**src/rtl/vga_timing_pkg.sv**
```systemverilog
// Package: vga_timing_pkg
// Purpose: shared 640x480@60 Hz VGA timing constants, sync window bounds,
//          9-bit RRRGGGBBB pixel field slices, the delay-line payload type
//          and the colour-bar helper used by vga_display_ctrl.
// Optional feature macro: VGA_TEST_PATTERN_EN (bar_pixel is only used then).
package vga_timing_pkg;

    localparam int unsigned H_VISIBLE = 640;
    localparam int unsigned H_FRONT   = 16;
    localparam int unsigned H_SYNC    = 96;
    localparam int unsigned H_BACK    = 48;
    localparam int unsigned V_VISIBLE = 480;
    localparam int unsigned V_FRONT   = 10;
    localparam int unsigned V_SYNC    = 2;
    localparam int unsigned V_BACK    = 33;

    localparam int unsigned H_TOTAL   = H_VISIBLE + H_FRONT + H_SYNC + H_BACK;
    localparam int unsigned V_TOTAL   = V_VISIBLE + V_FRONT + V_SYNC + V_BACK;

    // Sync windows are half-open: [START, END)
    localparam int unsigned HS_START  = H_VISIBLE + H_FRONT;
    localparam int unsigned HS_END    = HS_START + H_SYNC;
    localparam int unsigned VS_START  = V_VISIBLE + V_FRONT;
    localparam int unsigned VS_END    = VS_START + V_SYNC;

    localparam int unsigned PIX_R_HI  = 8;
    localparam int unsigned PIX_R_LO  = 6;
    localparam int unsigned PIX_G_HI  = 5;
    localparam int unsigned PIX_G_LO  = 3;
    localparam int unsigned PIX_B_HI  = 2;
    localparam int unsigned PIX_B_LO  = 0;

    typedef struct packed {
        logic valid;
        logic hs;
        logic vs;
    } sync_t;

    // Idle delay-line content: blank, both syncs inactive (high)
    localparam sync_t SYNC_IDLE = '{valid: 1'b0, hs: 1'b1, vs: 1'b1};

    function automatic logic [8:0] bar_pixel(input logic [2:0] b);
        return {{3{b[2]}}, {3{b[1]}}, {3{b[0]}}};
    endfunction

endpackage

```
**src/rtl/sync_delay_line.sv**
```systemverilog
// Module: sync_delay_line
// Purpose: DEPTH-stage shift register of WIDTH bits with asynchronous
//          active-low clear to RST_VAL.
// Ports:
//   i_clk    - clock
//   i_rst_n  - asynchronous active-low clear
//   i_d      - data into stage 0
//   o_q      - data out of the last stage (DEPTH cycles later)
module sync_delay_line #(
    parameter int unsigned      WIDTH   = 3,
    parameter int unsigned      DEPTH   = 1,
    parameter logic [WIDTH-1:0] RST_VAL = '0
) (
    input  logic             i_clk,
    input  logic             i_rst_n,
    input  logic [WIDTH-1:0] i_d,
    output logic [WIDTH-1:0] o_q
);

    logic [WIDTH-1:0] r_stage [DEPTH];

    always_ff @(posedge i_clk or negedge i_rst_n) begin
        if (!i_rst_n) begin
            for (int unsigned i = 0; i < DEPTH; i++) begin
                r_stage[i] <= RST_VAL;
            end
        end else begin
            r_stage[0] <= i_d;
            for (int unsigned i = 1; i < DEPTH; i++) begin
                r_stage[i] <= r_stage[i-1];
            end
        end
    end

    assign o_q = r_stage[DEPTH-1];

endmodule

```
**src/rtl/vga_display_ctrl.sv**
```systemverilog
// Module: vga_display_ctrl
// Purpose: VGA timing master and pixel sink. Produces h_cnt/v_cnt for the
//          pixel generators, takes their pixel PIPE_DELAY cycles later,
//          re-aligns sync/blanking to it and drives registered VGA pins
//          (pin latency PIPE_DELAY+1 from the counter value).
// Optional feature macro: VGA_TEST_PATTERN_EN - test_mode=1 replaces
//          pixel_in with colour bars taken from h_cnt[8:6].
// Ports:
//   clk_25MHz   - pixel clock
//   rst         - asynchronous active-low reset
//   pixel_in    - composited pixel {R[2:0],G[2:0],B[2:0]}
//   test_mode   - colour-bar select (optional feature only)
//   h_cnt/v_cnt - current column 0..799 / line 0..524
//   frame_start - one-cycle pulse when counters read (0,0) after a wrap
//   vgaRed/vgaGreen/vgaBlue - registered colour pins
//   hsync/vsync - registered active-low syncs
module vga_display_ctrl #(
    parameter int unsigned H_VISIBLE  = vga_timing_pkg::H_VISIBLE,
    parameter int unsigned H_FRONT    = vga_timing_pkg::H_FRONT,
    parameter int unsigned H_SYNC     = vga_timing_pkg::H_SYNC,
    parameter int unsigned H_BACK     = vga_timing_pkg::H_BACK,
    parameter int unsigned V_VISIBLE  = vga_timing_pkg::V_VISIBLE,
    parameter int unsigned V_FRONT    = vga_timing_pkg::V_FRONT,
    parameter int unsigned V_SYNC     = vga_timing_pkg::V_SYNC,
    parameter int unsigned V_BACK     = vga_timing_pkg::V_BACK,
    parameter int unsigned PIPE_DELAY = 1
) (
    input  logic       clk_25MHz,
    input  logic       rst,
    input  logic [8:0] pixel_in,
    input  logic       test_mode,
    output logic [9:0] h_cnt,
    output logic [9:0] v_cnt,
    output logic       frame_start,
    output logic [2:0] vgaRed,
    output logic [2:0] vgaGreen,
    output logic [2:0] vgaBlue,
    output logic       hsync,
    output logic       vsync
);

    import vga_timing_pkg::*;

    localparam logic [9:0] H_VIS       = 10'(H_VISIBLE);
    localparam logic [9:0] V_VIS       = 10'(V_VISIBLE);
    localparam logic [9:0] H_LAST      = 10'(H_VISIBLE + H_FRONT + H_SYNC + H_BACK - 1);
    localparam logic [9:0] V_LAST      = 10'(V_VISIBLE + V_FRONT + V_SYNC + V_BACK - 1);
    localparam logic [9:0] HSYNC_START = 10'(H_VISIBLE + H_FRONT);
    localparam logic [9:0] HSYNC_END   = 10'(H_VISIBLE + H_FRONT + H_SYNC);
    localparam logic [9:0] VSYNC_START = 10'(V_VISIBLE + V_FRONT);
    localparam logic [9:0] VSYNC_END   = 10'(V_VISIBLE + V_FRONT + V_SYNC);

    logic [9:0] r_h_cnt;
    logic [9:0] r_v_cnt;
    logic       r_frame_start;
    logic       r_hsync;
    logic       r_vsync;
    logic [8:0] r_rgb;

    sync_t      w_sync0;
    sync_t      w_sync_d;
    logic [8:0] w_pixel;

    always_ff @(posedge clk_25MHz or negedge rst) begin
        if (!rst) begin
            r_h_cnt       <= '0;
            r_v_cnt       <= '0;
            r_frame_start <= 1'b0;
        end else begin
            // Counters land on (0,0) on this edge exactly when they leave the last position
            r_frame_start <= (r_h_cnt == H_LAST) && (r_v_cnt == V_LAST);
            if (r_h_cnt == H_LAST) begin
                r_h_cnt <= '0;
                r_v_cnt <= (r_v_cnt == V_LAST) ? '0 : r_v_cnt + 10'd1;
            end else begin
                r_h_cnt <= r_h_cnt + 10'd1;
            end
        end
    end

    always_comb begin
        w_sync0       = SYNC_IDLE;
        w_sync0.valid = (r_h_cnt < H_VIS) && (r_v_cnt < V_VIS);
        w_sync0.hs    = !((r_h_cnt >= HSYNC_START) && (r_h_cnt < HSYNC_END));
        w_sync0.vs    = !((r_v_cnt >= VSYNC_START) && (r_v_cnt < VSYNC_END));
    end

    sync_delay_line #(
        .WIDTH   ($bits(sync_t)),
        .DEPTH   (PIPE_DELAY),
        .RST_VAL (SYNC_IDLE)
    ) u_sync_delay (
        .i_clk   (clk_25MHz),
        .i_rst_n (rst),
        .i_d     (w_sync0),
        .o_q     (w_sync_d)
    );

`ifdef VGA_TEST_PATTERN_EN
    logic [2:0] w_bar_d;

    // Bar index travels with valid/hs/vs so it meets the same pixel slot
    sync_delay_line #(
        .WIDTH   (3),
        .DEPTH   (PIPE_DELAY),
        .RST_VAL (3'b000)
    ) u_bar_delay (
        .i_clk   (clk_25MHz),
        .i_rst_n (rst),
        .i_d     (r_h_cnt[8:6]),
        .o_q     (w_bar_d)
    );

    assign w_pixel = test_mode ? bar_pixel(w_bar_d) : pixel_in;
`else
    logic w_unused_test_mode;
    assign w_unused_test_mode = test_mode;
    assign w_pixel            = pixel_in;
`endif

    always_ff @(posedge clk_25MHz or negedge rst) begin
        if (!rst) begin
            r_hsync <= 1'b1;
            r_vsync <= 1'b1;
            r_rgb   <= '0;
        end else begin
            r_hsync <= w_sync_d.hs;
            r_vsync <= w_sync_d.vs;
            r_rgb   <= w_sync_d.valid ? w_pixel : '0;
        end
    end

    assign h_cnt       = r_h_cnt;
    assign v_cnt       = r_v_cnt;
    assign frame_start = r_frame_start;
    assign hsync       = r_hsync;
    assign vsync       = r_vsync;
    assign vgaRed      = r_rgb[PIX_R_HI:PIX_R_LO];
    assign vgaGreen    = r_rgb[PIX_G_HI:PIX_G_LO];
    assign vgaBlue     = r_rgb[PIX_B_HI:PIX_B_LO];

endmodule

```
**config.mk**
```make
export PLATFORM = sky130hd
export DESIGN_NAME = vga_display_ctrl
export DESIGN_NICKNAME = d
export VERILOG_FILES = /design/src/rtl/vga_timing_pkg.sv /design/src/rtl/sync_delay_line.sv /design/src/rtl/vga_display_ctrl.sv
export SDC_FILE = /design/constraint.sdc
export NUM_CORES = 1
export LEC_CHECK = 0
export ABC_AREA = 1
export BUFFER_PORTS_ARGS = -buffer_cell sky130_fd_sc_hd__buf_4
export CAP_MARGIN = 20
export CORE_UTILIZATION = 52
export DETAILED_ROUTE_END_ITERATION = 16
export GPL_TIMING_DRIVEN = 1
export HOLD_SLACK_MARGIN = 0.02
export PLACE_DENSITY = 0.79
export SLEW_MARGIN = 20
export SYNTH_ARGS = -nofsm -noshare
export SYNTH_HDL_FRONTEND = slang
export SYNTH_SLANG_ARGS = --single-unit
```
**constraint.sdc**
```tcl
create_clock -name clk_25MHz -period 1.8 [get_ports clk_25MHz]
set_input_delay 0.27 -clock clk_25MHz [delete_from_list [all_inputs] [get_ports clk_25MHz]]
set_output_delay 0.27 -clock clk_25MHz [all_outputs]
set_load 0.1 [all_outputs]
```
Word level (Yosys, flattened, before mapping)
Cells that the tools add are included.
- register bits: 35
- input bits: 12
- eq/ne operators: 2
- magnitude comparators: 6
- mux-type cells: 3
- $add $sub $neg: 2
- reductions and logical operators: 6
- operators with widths (operator ; number):
    $add 10x1->10 const B ; 2
    $eq 10x10->1 const B ; 2
    $lt 10x10->1 const B ; 2
    $lt 10x9->1 const B ; 2
    $mux 10 ; 2
    $ge 10x10->1 const B ; 1
    $ge 10x9->1 const B ; 1
    $mux 9 ; 1
    $logic_and 1x1->1 ; 4
    $logic_not 1->1 ; 2

Logic depth before layout (Yosys ltp)
- depth after elaboration: 3
- gate-level depth with buffers: 7
- gate-level depth less buffers: 7

Cells and area by module
From an unflattened synthesis, not the netlist that was laid out.
- cell total of the unflattened synthesis: 185
- area, all modules: 1661.6 sq um
- by module, submodules not included (module ; area an instance (sq um) ; times used ; cells an instance):
    vga_display_ctrl ; 1584.0 ; 1 ; 182
    sync_delay_line ; 77.6 ; 1 ; 3

Least setup slack after synthesis
No wires, ideal clock.
- path kind: flip-flop to flip-flop
- from: register r_h_cnt[0], in the netlist h_cnt[0]
- to: register r_v_cnt[6], in the netlist v_cnt[6]
- setup slack: -292 ps
- data arrival time: 1932 ps
- cell stages (with the launch flop): 6
- path buffers: 0
- cells stage by stage: dfrtp_1 > ha_1 > nand4_2 > nor2_8 > nand2_1 > xnor2_1
- longest elaborated chain between the ends: 1
- ends and longest elaborated chain (what ; RTL line ; RTL):
    from (decl) ; vga_display_ctrl.sv:53 ; logic [9:0] r_h_cnt;
    from (signal assigned) ; vga_display_ctrl.sv:76 ; r_h_cnt <= r_h_cnt + 10'd1;
    $eq 10x10->1 ; vga_display_ctrl.sv:72 ; if (r_h_cnt == H_LAST) begin
    to (signal assigned) ; vga_display_ctrl.sv:74 ; r_v_cnt <= (r_v_cnt == V_LAST) ? '0 : r_v_cnt + 10'd1;
    to (decl) ; vga_display_ctrl.sv:54 ; logic [9:0] r_v_cnt;
Every way passes these cells.
A chain may end at the register's enable or synchronous reset.

Worst setup path after layout
- from: register r_h_cnt[0], in the netlist h_cnt[0]
- to: register r_h_cnt[9], in the netlist h_cnt[9]
- longest elaborated chain between the ends: 2
- elaborated cells on any way between the ends: 3
- ends and longest elaborated chain (what ; RTL line):
    $add 10x1->10 / $eq 10x10->1 (equally long branches) ; vga_display_ctrl.sv:76, vga_display_ctrl.sv:72
    $mux 10 (*) ; vga_display_ctrl.sv:72
Every way passes the cells marked *; elsewhere a longest branch is shown, timed or not.

==> flow_summary.ini <==
[critical_path]
path_delay_family = simple AND/OR/NAND/NOR gates
worst-path-buf-inv = 1
arrival_ns = 1.79
end_kind = flip-flop
crit_path_start_kind = flip-flop
slowest_delay_ns = 0.42
path_max_fanout = 18
cp_slowest_cell = dfrtp_2
critPathKind = flip-flop to flip-flop
crit_required_ns = 2.04
crit_chain = ha_1 > nand4_2 > nor2_8 > inv_4 > a21oi_1 > nor2_1

[power_and_ir_drop]
p_leak_nw = 1.16
powerDensity_nw_per_um2 = 703
irDropWorstVdd_uv = 468

[global_route]
grt_usage_pct = 20.2
grt_max_degree = 36
gr-total-overflow = 0
grt_pass1_wl_mm = 5.11
antenna_found_initial = 0
grt_pass1_vias = 1183

[yosys]
synth_edf_count = 0
synth_area_um2 = 1680
synth_area_leaders = dfrtp_1 (46%), nand2_1 (11%), inv_1 (8.1%), dfstp_2 (6.3%), nor2_1 (4.3%)
ys_seq_elements = 35
yosysSeqAreaShare_pct = 52.5
syn-instance-count = 194
syn_avg_cell_area_um2 = 8.64
synth_top_area_share_pct = 46.3
synth_commonest_cells = nand2_1 (47), inv_1 (36), dfrtp_1 (31), nor2_1 (19)
ys_warn_count = 0
synthArstFlopShare_pct = 100
yosysUniqueCellTypes = 27
synth_top_cell_by_area = dfrtp_1
syn_nets = 210
synth_most_common_cell = nand2_1
synth_ff_type = dfrtp_1

[route]
ant_nets = 0
post_drt_wl_per_cell_um = 11.0
wl_mm = 3.15
drc = 0
vias = 1372
drtPass1Iterations = 4
vias_per_cell = 4.80
drt_iter0_markers = 55

[cells_and_area]
drive_above_1_share_pct = 33.1
layout.cells.non_filler = 286
final_nets = 257
nFillCells = 264
diodes = 0
syn2layout_area_growth_pct = 27.1

[placement]
dp_hpwl_mm = 2.23
routabilityCongestion = 0.854
io_buffers = 42
dp_cells = 277

[timing]
drv_slew = 0
max_clock_freq_mhz = 644
rsz0062_at_grt = no
finalSetupViolCount = 0
fin_setup_tns_ns = 0
finalHoldViolations = 0
period_share_pct = 86.3
period_minus_slack_ns = 1.55
skew_ns = 0.00643
tightest_slew_ns = 0.424
relSlewSlack_pct = 71.8

[clocking]
cts_root_buf = clkbuf_4
cts_buffers = 5
clock_latency_ns = 0.34
htree_levels = 2
clkSinkCount = 35
cts_tree = built
path_clk_slew_ns = 0.11
cts_max_path_buffers = 2
post_cts_resized = 0

[die]
dieArea_um2 = 3460
chipWidth_um = 58.8
num_rows = 20
die_y_um = 58.8
fp.coreArea_um2 = 3050
start_util_pct = 54.9
ios = 44

[run_status]
status = complete, no violations

[hold_path]
hp-class = input port to flip-flop

[run]
cap_viol_max_count = 0
## timing repair
action,in CTS,in global routing
hold endpoints to repair,31,0
buffers inserted,0,0
hold buffers,1,0
## layout by cell type (no fill, tap or decap), types with 2 or more instances in the layout
cell,instances
nand2_1,47
buf_4,42
inv_1,36
nor2_1,19
dfrtp_1,18
dfrtp_2,13
nor3_1,7
nand3_1,7
nand4_1,7
o21ai_0,6
nand3_2,5
clkbuf_4,5
ha_1,4
dfstp_2,4
nor2_2,2
a21oi_1,2
xor2_1,2
xnor2_1,2
or2_2,2
## cell families after synthesis
kind of cell / after synthesis / share of synthesized area [%]
and+or+nand+nor: 100 / 28.8
buffers and inverters: 40 / 9.85
DFF: 35 / 52.5
AOI/OAI and AO/OA: 11 / 3.73
xor gates and xnor gates: 4 / 2.09
adders and majority gates: 4 / 2.99
## worst min-delay path: stages
cell,delay [ns]
buf_4,0.08
nand2_1,0.04
inv_1,0.04
## worst paths after layout
check / start / endpoint / slack [ns] / cells after the start
max: h_cnt[0]$_DFF_PN0_ / h_cnt[9]$_DFF_PN0_ / 0.25 / 6
min reg2reg: u_sync_delay.o_q[1]$_DFF_PN1_ / hsync$_DFF_PN1_ / 0.36 / 0
min in group asynchronous: rst / h_cnt[5]$_DFF_PN0_ / 0.40 / 2
max in group asynchronous: rst / hsync$_DFF_PN1_ / 1.06 / 2
max reg2reg: h_cnt[0]$_DFF_PN0_ / h_cnt[9]$_DFF_PN0_ / 0.25 / 6
min: pixel_in[5] / r_rgb[5]$_DFF_PN0_ / 0.11 / 3
## through the flow
stage               hold slack (ns)  utilization (%)  cell area, um2  total power, mW  worst slack (ns)
CTS                          0.0988             69.8            2130             1.52             0.238
floorplan                   -0.0256                -            1690            0.898            0.0313
detailed placement            0.239             66.8            2040            0.949             0.273
finish                        0.112             69.8            2130             1.50             0.246
global placement              0.241             66.8            2040            0.948             0.288
global route                  0.108             69.8            2130             1.54             0.104
## sequential cells by signal (all words and copies together) (netlist names)
signal and cells:
v_cnt 10, u_sync_delay.o_q 3, frame_start 1, hsync 1
vsync 1, h_cnt 10, r_rgb 9
## metal layers
metal	vias to the layer above	GRT usage (%)	part of all wire [%]
li1	694	-	-
met1	625	26.9	47
met2	45	30.4	44
met3	8	5.49	6.1
met4	0	10.2	2.7
met5	-	0	0
## layout make-up
| cell class | instances | area (um2) | share of cell area [%] |
|---|---|---|---|
| multi-input cells | 119 | 631 | 29.6 |
| inverters | 37 | 141 | 6.64 |
| clock buffers | 5 | 37.5 | 1.76 |
| well taps | 44 | 55.1 | 2.58 |
| flip-flops and latches | 35 | 897 | 42.1 |
| clock inverters | 3 | 43.8 | 2.06 |
| repair buffers | 43 | 325 | 15.3 |
## power by group
group | internal, mW | switching (mW) | leakage, nW
sequential | 0.796 | 0.00240 | 0.416
combinational | 0.0317 | 0.104 | 0.702
clock | 0.292 | 0.273 | 0.0452
total | 1.12 | 0.379 | 1.16
(Power assumes the default switching activity.)
